[src/rtl/issue_sel_pkg.sv]
// Shared definitions for the issue-port select controller: sizes, FSM encoding
// and a one-hot to binary index helper.
package issue_sel_pkg;

   localparam int NUM_ENT = 8;
   localparam int IDX_W   = 3;
   localparam int LAT_W   = 6;

   typedef enum logic [1:0] {
      ISSUE = 2'd0,
      HOLD  = 2'd1,
      BUSY  = 2'd2
   } state_e;

   function automatic logic [IDX_W-1:0] onehotToIdx(input logic [NUM_ENT-1:0] oh);
      logic [IDX_W-1:0] idx;
      idx = '0;
      for (int i = 0; i < NUM_ENT; i++) begin
         if (oh[i]) idx = idx | IDX_W'(i);
      end
      return idx;
   endfunction

endpackage

[src/rtl/issue_sel_ctrl_if.sv]
// Issue-port bundle between the issue window and the FU: ready bits and
// multicycle info in, registered one-hot grant and busy status out.
interface issue_sel_ctrl_if;
   import issue_sel_pkg::*;

   logic [NUM_ENT-1:0] req;
   logic [NUM_ENT-1:0] mc;
   logic [LAT_W-1:0]   mc_lat;
   logic               fu_ready;
   logic               grant_vld;
   logic [NUM_ENT-1:0] grant;
   logic [IDX_W-1:0]   grant_idx;
   logic               busy;

   modport master (
      input  req, mc, mc_lat, fu_ready,
      output grant_vld, grant, grant_idx, busy
   );

   modport slave (
      output req, mc, mc_lat, fu_ready,
      input  grant_vld, grant, grant_idx, busy
   );

endinterface

[src/rtl/issue_sel_ctrl_rr_pick8.sv]
// Combinational 8-way pick: rotate requests so the pointer entry is bit 0,
// take the lowest set bit with a running prefix mask, then rotate back.
module rr_pick8
   import issue_sel_pkg::*;
(
   input  logic [NUM_ENT-1:0] req_i,
   input  logic [IDX_W-1:0]   ptr_i,
   output logic [NUM_ENT-1:0] gnt_o,
   output logic               any_o
);

   logic [NUM_ENT-1:0] rotReq;
   logic [NUM_ENT-1:0] rotGnt;
   logic               seen;

   always_comb begin
      rotReq = '0;
      rotGnt = '0;
      gnt_o  = '0;
      seen   = 1'b0;
      for (int i = 0; i < NUM_ENT; i++) begin
         rotReq[i] = req_i[IDX_W'(i + int'(ptr_i))];
      end
      for (int i = 0; i < NUM_ENT; i++) begin
         rotGnt[i] = rotReq[i] & ~seen;
         seen      = seen | rotReq[i];
      end
      for (int i = 0; i < NUM_ENT; i++) begin
         gnt_o[IDX_W'(i + int'(ptr_i))] = rotGnt[i];
      end
      any_o = |req_i;
   end

endmodule

[src/rtl/issue_sel_ctrl.sv]
// Issue-port sequencing controller: registered one-hot grant with valid/ready,
// multicycle busy countdown, flush. Define ISSUE_SEL_RR_EN for rotating priority.
module issue_sel_ctrl
   import issue_sel_pkg::*;
(
   input  logic              clk_i,
   input  logic              rst_ni,
   input  logic              flush_i,
   issue_sel_ctrl_if.master  bus_if
);

   state_e             state_q, state_d;
   logic               grantVld_q, grantVld_d;
   logic [NUM_ENT-1:0] grant_q, grant_d;
   logic [IDX_W-1:0]   grantIdx_q, grantIdx_d;
   logic               mcFlag_q, mcFlag_d;
   logic [LAT_W-1:0]   busyCnt_q, busyCnt_d;

   logic               accept;
   logic [NUM_ENT-1:0] pickMask;
   logic [NUM_ENT-1:0] pickGnt;
   logic               pickAny;
   logic [IDX_W-1:0]   pickIdx;
   logic               pickMc;
   logic [IDX_W-1:0]   selPtr;

   // The queue only clears an accepted entry at the edge, so mask it here.
   assign accept   = grantVld_q & bus_if.fu_ready;
   assign pickMask = bus_if.req & ~(accept ? grant_q : '0);
   assign pickIdx  = onehotToIdx(pickGnt);
   assign pickMc   = |(pickGnt & bus_if.mc);

`ifdef ISSUE_SEL_RR_EN
   logic [IDX_W-1:0] rrPtr_q, rrPtr_d;

   always_comb begin
      rrPtr_d = rrPtr_q;
      if (!flush_i && accept) rrPtr_d = grantIdx_q + 1'b1;
   end

   always_ff @(posedge clk_i or negedge rst_ni) begin
      if (!rst_ni) rrPtr_q <= '0;
      else         rrPtr_q <= rrPtr_d;
   end

   assign selPtr = rrPtr_d;
`else
   assign selPtr = '0;
`endif

   rr_pick8 u_pick (
      .req_i (pickMask),
      .ptr_i (selPtr),
      .gnt_o (pickGnt),
      .any_o (pickAny)
   );

   always_comb begin
      state_d    = state_q;
      grantVld_d = grantVld_q;
      grant_d    = grant_q;
      grantIdx_d = grantIdx_q;
      mcFlag_d   = mcFlag_q;
      busyCnt_d  = busyCnt_q;
      if (flush_i) begin
         state_d    = ISSUE;
         grantVld_d = 1'b0;
         grant_d    = '0;
         grantIdx_d = '0;
         mcFlag_d   = 1'b0;
         busyCnt_d  = '0;
      end else begin
         case (state_q)
            ISSUE: begin
               if (pickAny) begin
                  state_d    = HOLD;
                  grantVld_d = 1'b1;
                  grant_d    = pickGnt;
                  grantIdx_d = pickIdx;
                  mcFlag_d   = pickMc;
               end
            end
            HOLD: begin
               if (accept) begin
                  if (mcFlag_q && (bus_if.mc_lat != '0)) begin
                     state_d    = BUSY;
                     grantVld_d = 1'b0;
                     grant_d    = '0;
                     grantIdx_d = '0;
                     mcFlag_d   = 1'b0;
                     busyCnt_d  = bus_if.mc_lat;
                  end else if (pickAny) begin
                     grant_d    = pickGnt;
                     grantIdx_d = pickIdx;
                     mcFlag_d   = pickMc;
                  end else begin
                     state_d    = ISSUE;
                     grantVld_d = 1'b0;
                     grant_d    = '0;
                     grantIdx_d = '0;
                     mcFlag_d   = 1'b0;
                  end
               end
            end
            BUSY: begin
               // Pick during the last busy cycle so the grant lands as the count hits zero.
               if (busyCnt_q > LAT_W'(1)) begin
                  busyCnt_d = busyCnt_q - 1'b1;
               end else begin
                  busyCnt_d = '0;
                  if (pickAny) begin
                     state_d    = HOLD;
                     grantVld_d = 1'b1;
                     grant_d    = pickGnt;
                     grantIdx_d = pickIdx;
                     mcFlag_d   = pickMc;
                  end else begin
                     state_d = ISSUE;
                  end
               end
            end
            default: begin
               state_d    = ISSUE;
               grantVld_d = 1'b0;
               grant_d    = '0;
               grantIdx_d = '0;
               mcFlag_d   = 1'b0;
               busyCnt_d  = '0;
            end
         endcase
      end
   end

   always_ff @(posedge clk_i or negedge rst_ni) begin
      if (!rst_ni) begin
         state_q    <= ISSUE;
         grantVld_q <= 1'b0;
         grant_q    <= '0;
         grantIdx_q <= '0;
         mcFlag_q   <= 1'b0;
         busyCnt_q  <= '0;
      end else begin
         state_q    <= state_d;
         grantVld_q <= grantVld_d;
         grant_q    <= grant_d;
         grantIdx_q <= grantIdx_d;
         mcFlag_q   <= mcFlag_d;
         busyCnt_q  <= busyCnt_d;
      end
   end

   assign bus_if.grant_vld = grantVld_q;
   assign bus_if.grant     = grant_q;
   assign bus_if.grant_idx = grantIdx_q;
   assign bus_if.busy      = (busyCnt_q != '0);

endmodule

[src/flat_wrapper.sv]
// flat-port wrapper written by rule: the top's interface ports become plain ports
module issue_sel_ctrl_flat import issue_sel_pkg::*;
  (clk_i, rst_ni, flush_i, bus_if_req, bus_if_mc, bus_if_mc_lat, bus_if_fu_ready, bus_if_grant_vld, bus_if_grant, bus_if_grant_idx, bus_if_busy);
  issue_sel_ctrl_if bus_if_i ();
  input  logic clk_i;
  input  logic rst_ni;
  input  logic flush_i;
  input wire logic [$bits(bus_if_i.req)-1:0] bus_if_req;
  input wire logic [$bits(bus_if_i.mc)-1:0] bus_if_mc;
  input wire logic [$bits(bus_if_i.mc_lat)-1:0] bus_if_mc_lat;
  input wire logic [$bits(bus_if_i.fu_ready)-1:0] bus_if_fu_ready;
  output wire logic [$bits(bus_if_i.grant_vld)-1:0] bus_if_grant_vld;
  output wire logic [$bits(bus_if_i.grant)-1:0] bus_if_grant;
  output wire logic [$bits(bus_if_i.grant_idx)-1:0] bus_if_grant_idx;
  output wire logic [$bits(bus_if_i.busy)-1:0] bus_if_busy;
  assign bus_if_i.req = bus_if_req;
  assign bus_if_i.mc = bus_if_mc;
  assign bus_if_i.mc_lat = bus_if_mc_lat;
  assign bus_if_i.fu_ready = bus_if_fu_ready;
  assign bus_if_grant_vld = bus_if_i.grant_vld;
  assign bus_if_grant = bus_if_i.grant;
  assign bus_if_grant_idx = bus_if_i.grant_idx;
  assign bus_if_busy = bus_if_i.busy;
  issue_sel_ctrl u_core (.clk_i(clk_i), .rst_ni(rst_ni), .flush_i(flush_i), .bus_if(bus_if_i));
endmodule
[config.mk]
export PLATFORM = sky130hd
export DESIGN_NAME = issue_sel_ctrl_flat
export DESIGN_NICKNAME = d
export VERILOG_FILES = /design/src/rtl/issue_sel_pkg.sv /design/src/rtl/issue_sel_ctrl_if.sv /design/src/rtl/issue_sel_ctrl_rr_pick8.sv /design/src/rtl/issue_sel_ctrl.sv /design/src/flat_wrapper.sv
export SDC_FILE = /design/constraint.sdc
export NUM_CORES = 1
export LEC_CHECK = 0
export ABC_AREA = 1
export CORE_AREA = 5 5 51 75
export CTS_BUF_LIST = sky130_fd_sc_hd__clkbuf_4 sky130_fd_sc_hd__clkbuf_8
export CTS_CLUSTER_DIAMETER = 200
export CTS_CLUSTER_SIZE = 30
export DETAILED_ROUTE_END_ITERATION = 8
export DIE_AREA = 0 0 56 80
export PLACE_DENSITY = 0.73
export SETUP_SLACK_MARGIN = 0.1
export SLEW_MARGIN = 20
export SYNTH_ARGS = -nofsm -noshare
export SYNTH_HDL_FRONTEND = slang
export SYNTH_SLANG_ARGS = --single-unit
[constraint.sdc]
create_clock -name clk_i -period 1.9 [get_ports clk_i]
set_input_delay 0.19 -clock clk_i [delete_from_list [all_inputs] [get_ports clk_i]]
set_output_delay 0.19 -clock clk_i [all_outputs]
set_load 0.02 [all_outputs]
==> flow_metrics.env <==
export IMPL_fin_nets=268
export IMPL_cts_buffers_inserted=3
export IMPL_grt_pass1_vias=1323
export IMPL_wirelength_mm=3.167
export IMPL_grt_max_degree=17
export IMPL_seq_area_frac_synth=0.3051
export IMPL_rrSetupSlack_ps=240
export IMPL_fillCellCount=307
export IMPL_dp_hpwl_mm=2.555
export IMPL_worstSetupPathType="flip-flop to flip-flop"
export IMPL_holdWs_ps=255.0
export IMPL_final_max_slew_viol_count=0
export IMPL_utilization=0.5628
export IMPL_cts_sink_count=16
export IMPL_routed_via_count=1297
export IMPL_initial_core_util=0.4238
export IMPL_ys_types=28
export IMPL_drive_above_1_share=0.1489
export IMPL_power_leakage_uw=0.0009008
export IMPL_numPortBuffers=29
export IMPL_diodes=0
export IMPL_timing_rr_end="u_core.bus_if.grant[2]$_DFFE_PN0P_"
export IMPL_drc=0
export IMPL_r2r_cells=8
export IMPL_synth_top_area_share=0.3051
export IMPL_yosys_warnings=0
export IMPL_grt_pass1_wl_mm=5.589
export IMPL_drtIter0Drc=32
export IMPL_clockRootBuffer="clkbuf_8"
export IMPL_crit_required_ps=2090
export IMPL_timing_final_crit_share=0.8718
export IMPL_tritoncts="built"
export IMPL_grt_ovfl_total=0
export IMPL_grt_util_all_layers=0.1559
export IMPL_setup_viol=0
export IMPL_synthTopCellsByArea="dfrtp_1, nand2_1, nand3_1, ha_1, nor2_1"
export IMPL_die_x_um=56
export IMPL_final_area_sq_um=1743
export IMPL_core_area_sq_um=3097
export IMPL_ioPinCount=39
export IMPL_antenna_found_initial=0
export IMPL_ir_worst_vdd_uv=557.0
export IMPL_synth_top_area_cell="dfrtp_1"
export IMPL_viasPerCell=4.716
export IMPL_ant_nets=0
export IMPL_status="complete, no violations"
export IMPL_tns_ps=0
export IMPL_synth_avg_cell_area_sq_um=6.696
export IMPL_arrival_ps=1840
export IMPL_fin_skew_ps=3.678
export IMPL_rows=25
export IMPL_clk_pin_slew_ps=70
export IMPL_wl_per_cell_um=11.52
export IMPL_die_y_um=80
export IMPL_cts_buffer_depth=2
export IMPL_rsz0062_at_grt="no"
export IMPL_placed_cell_area_sq_um=1683
export IMPL_cts_hold_buf=0
export IMPL_dr_pass1_iters=4
export IMPL_synth_cell_area_sq_um=1313
export IMPL_hold_viol=0
export IMPL_clock_latency_ps=260
export IMPL_cp_end_kind="flip-flop"
export IMPL_cp_max_fo=6
export IMPL_fmax_mhz=603.7
export IMPL_synth_ff_latch_count=16
export IMPL_cp_start_kind="flip-flop"
export IMPL_total_power_uw=1686
export IMPL_gp_congestion=0.8243
export IMPL_h_tree_depth=1
export IMPL_die_area_sq_um=4480
export IMPL_maxCapViolations=0
export IMPL_hp_class="primary input to async pin"
export IMPL_powerDensity_nw_per_um2=967.2
export IMPL_rr_startpoint="u_core.busyCnt_q[0]$_DFFE_PN0P_"
export IMPL_min_period_ps=1656
export IMPL_area_growth_syn_to_layout_pct=32.79
export IMPL_syn_instance_count=196
through the flow:
stage	setup WS, ps	cells
finish	243.6	275
global route	107.8	275
CTS	196.9	275
detailed placement	116.2	271
global placement	118.2	271
floorplan	389.7	200
worst max path at each step:
stage / to / startpoint / depth (start not counted)
floorplan: u_core.busyCnt_q[5]$_DFFE_PN0P_ / u_core.state_q[1]$_DFFE_PN0P_ / 8
global placement: u_core.bus_if.grant_vld$_DFFE_PN0P_ / bus_if_fu_ready / 10
detailed placement: u_core.bus_if.grant_vld$_DFFE_PN0P_ / bus_if_fu_ready / 10
CTS: u_core.busyCnt_q[3]$_DFFE_PN0P_ / u_core.busyCnt_q[0]$_DFFE_PN0P_ / 7
global route: u_core.busyCnt_q[2]$_DFFE_PN0P_ / u_core.busyCnt_q[0]$_DFFE_PN0P_ / 7
finish: u_core.bus_if.grant[2]$_DFFE_PN0P_ / u_core.busyCnt_q[0]$_DFFE_PN0P_ / 8
placed cells by master, fill, tap and decap left out:
cell type / instances
a21oi_1: 1
a21oi_2: 1
a21oi_4: 1
buf_4: 9
clkbuf_8: 4
clkdlybuf4s50_1: 28
conb_1: 5
dfrtp_1: 16
dlygate4sd2_1: 1
ha_1: 6
inv_1: 16
inv_2: 2
nand2_1: 71
nand2_2: 6
nand2_4: 1
nand3_1: 19
nand3_2: 1
nand3b_1: 1
nand4_1: 2
nor2_1: 19
nor2_2: 3
nor2_4: 3
nor3_1: 2
o211ai_1: 1
o21ai_0: 7
o21ai_1: 1
o21ai_2: 3
or2_2: 1
xnor2_1: 1
xor2_1: 3
sequential cells by signal (all words and copies together) (netlist names):
register	cells
u_core.bus_if.grant	4
u_core.bus_if.grant_idx	2
u_core.bus_if.grant_vld	1
u_core.busyCnt_q	6
u_core.mcFlag_q	1
u_core.state_q	2
logic make-up (layout without fill, tap and decap cells):
logic type               count (synthesis)  in the layout  share of synthesized area
AO/OA/AOI/OAI                           15             15                    0.07627
XOR/XNOR                                 4              4                    0.02670
adder cells (fa/ha/maj)                  6              6                    0.05720
buffers and inverters                   25             60                    0.09152
flip-flops                              16             16                     0.3050
other                                    1              5                   0.002857
AND/OR/NAND/NOR                        129            129                     0.4404
synthesized netlist by cell type (all sizes together):
library cell  number
nand2             78
nor2              25
nand3             20
inv               18
dfrtp             16
o21ai             11
buf                6
ha                 6
a21oi              3
xor2               3
nand4              2
nor3               2
clkbuf             1
conb               1
nand3b             1
o211ai             1
or2                1
xnor2              1
cell type report:
| class | count | area (sq um) | area share |
|---|---|---|---|
| Clock buffer | 4 | 55.05 | 0.03159 |
| Sequential cell | 16 | 400.4 | 0.2297 |
| Multi-Input combinational cell | 159 | 813.3 | 0.4666 |
| Inverter | 18 | 67.56 | 0.03877 |
| Timing Repair Buffer | 38 | 356.6 | 0.2046 |
| Tap cell | 40 | 50.05 | 0.02872 |
timing repair:
item,4_1_cts,5_1_grt
resized for setup,1,2
cloned,0,0
endpoints found under the setup margin,1,5
pin swaps,0,1
setup buffers,0,0
worst max-delay path: stages (launching register included):
cell      delay, ps
dfrtp_1         400
inv_1            90
ha_1            250
o211ai_1        350
a21oi_4         120
nand2_2         110
buf_4           150
nand2_1          70
o21ai_2          50
power breakdown:
| part | total [uW] | switching (uW) | leakage [uW] | internal [uW] |
|---|---|---|---|---|
| clock | 314 | 130 | 0.0000288 | 184 |
| sequential | 490 | 82.5 | 0.000217 | 407 |
| combinational | 882 | 517 | 0.000656 | 365 |
routing by layer:
metal  global-route usage  share of wire
met4              0.06176          0.023
met1               0.1718           0.41
met5                    0              0
met3              0.03560          0.044
met2               0.2845           0.53
Note: power is estimated with default switching activity, not from simulation.
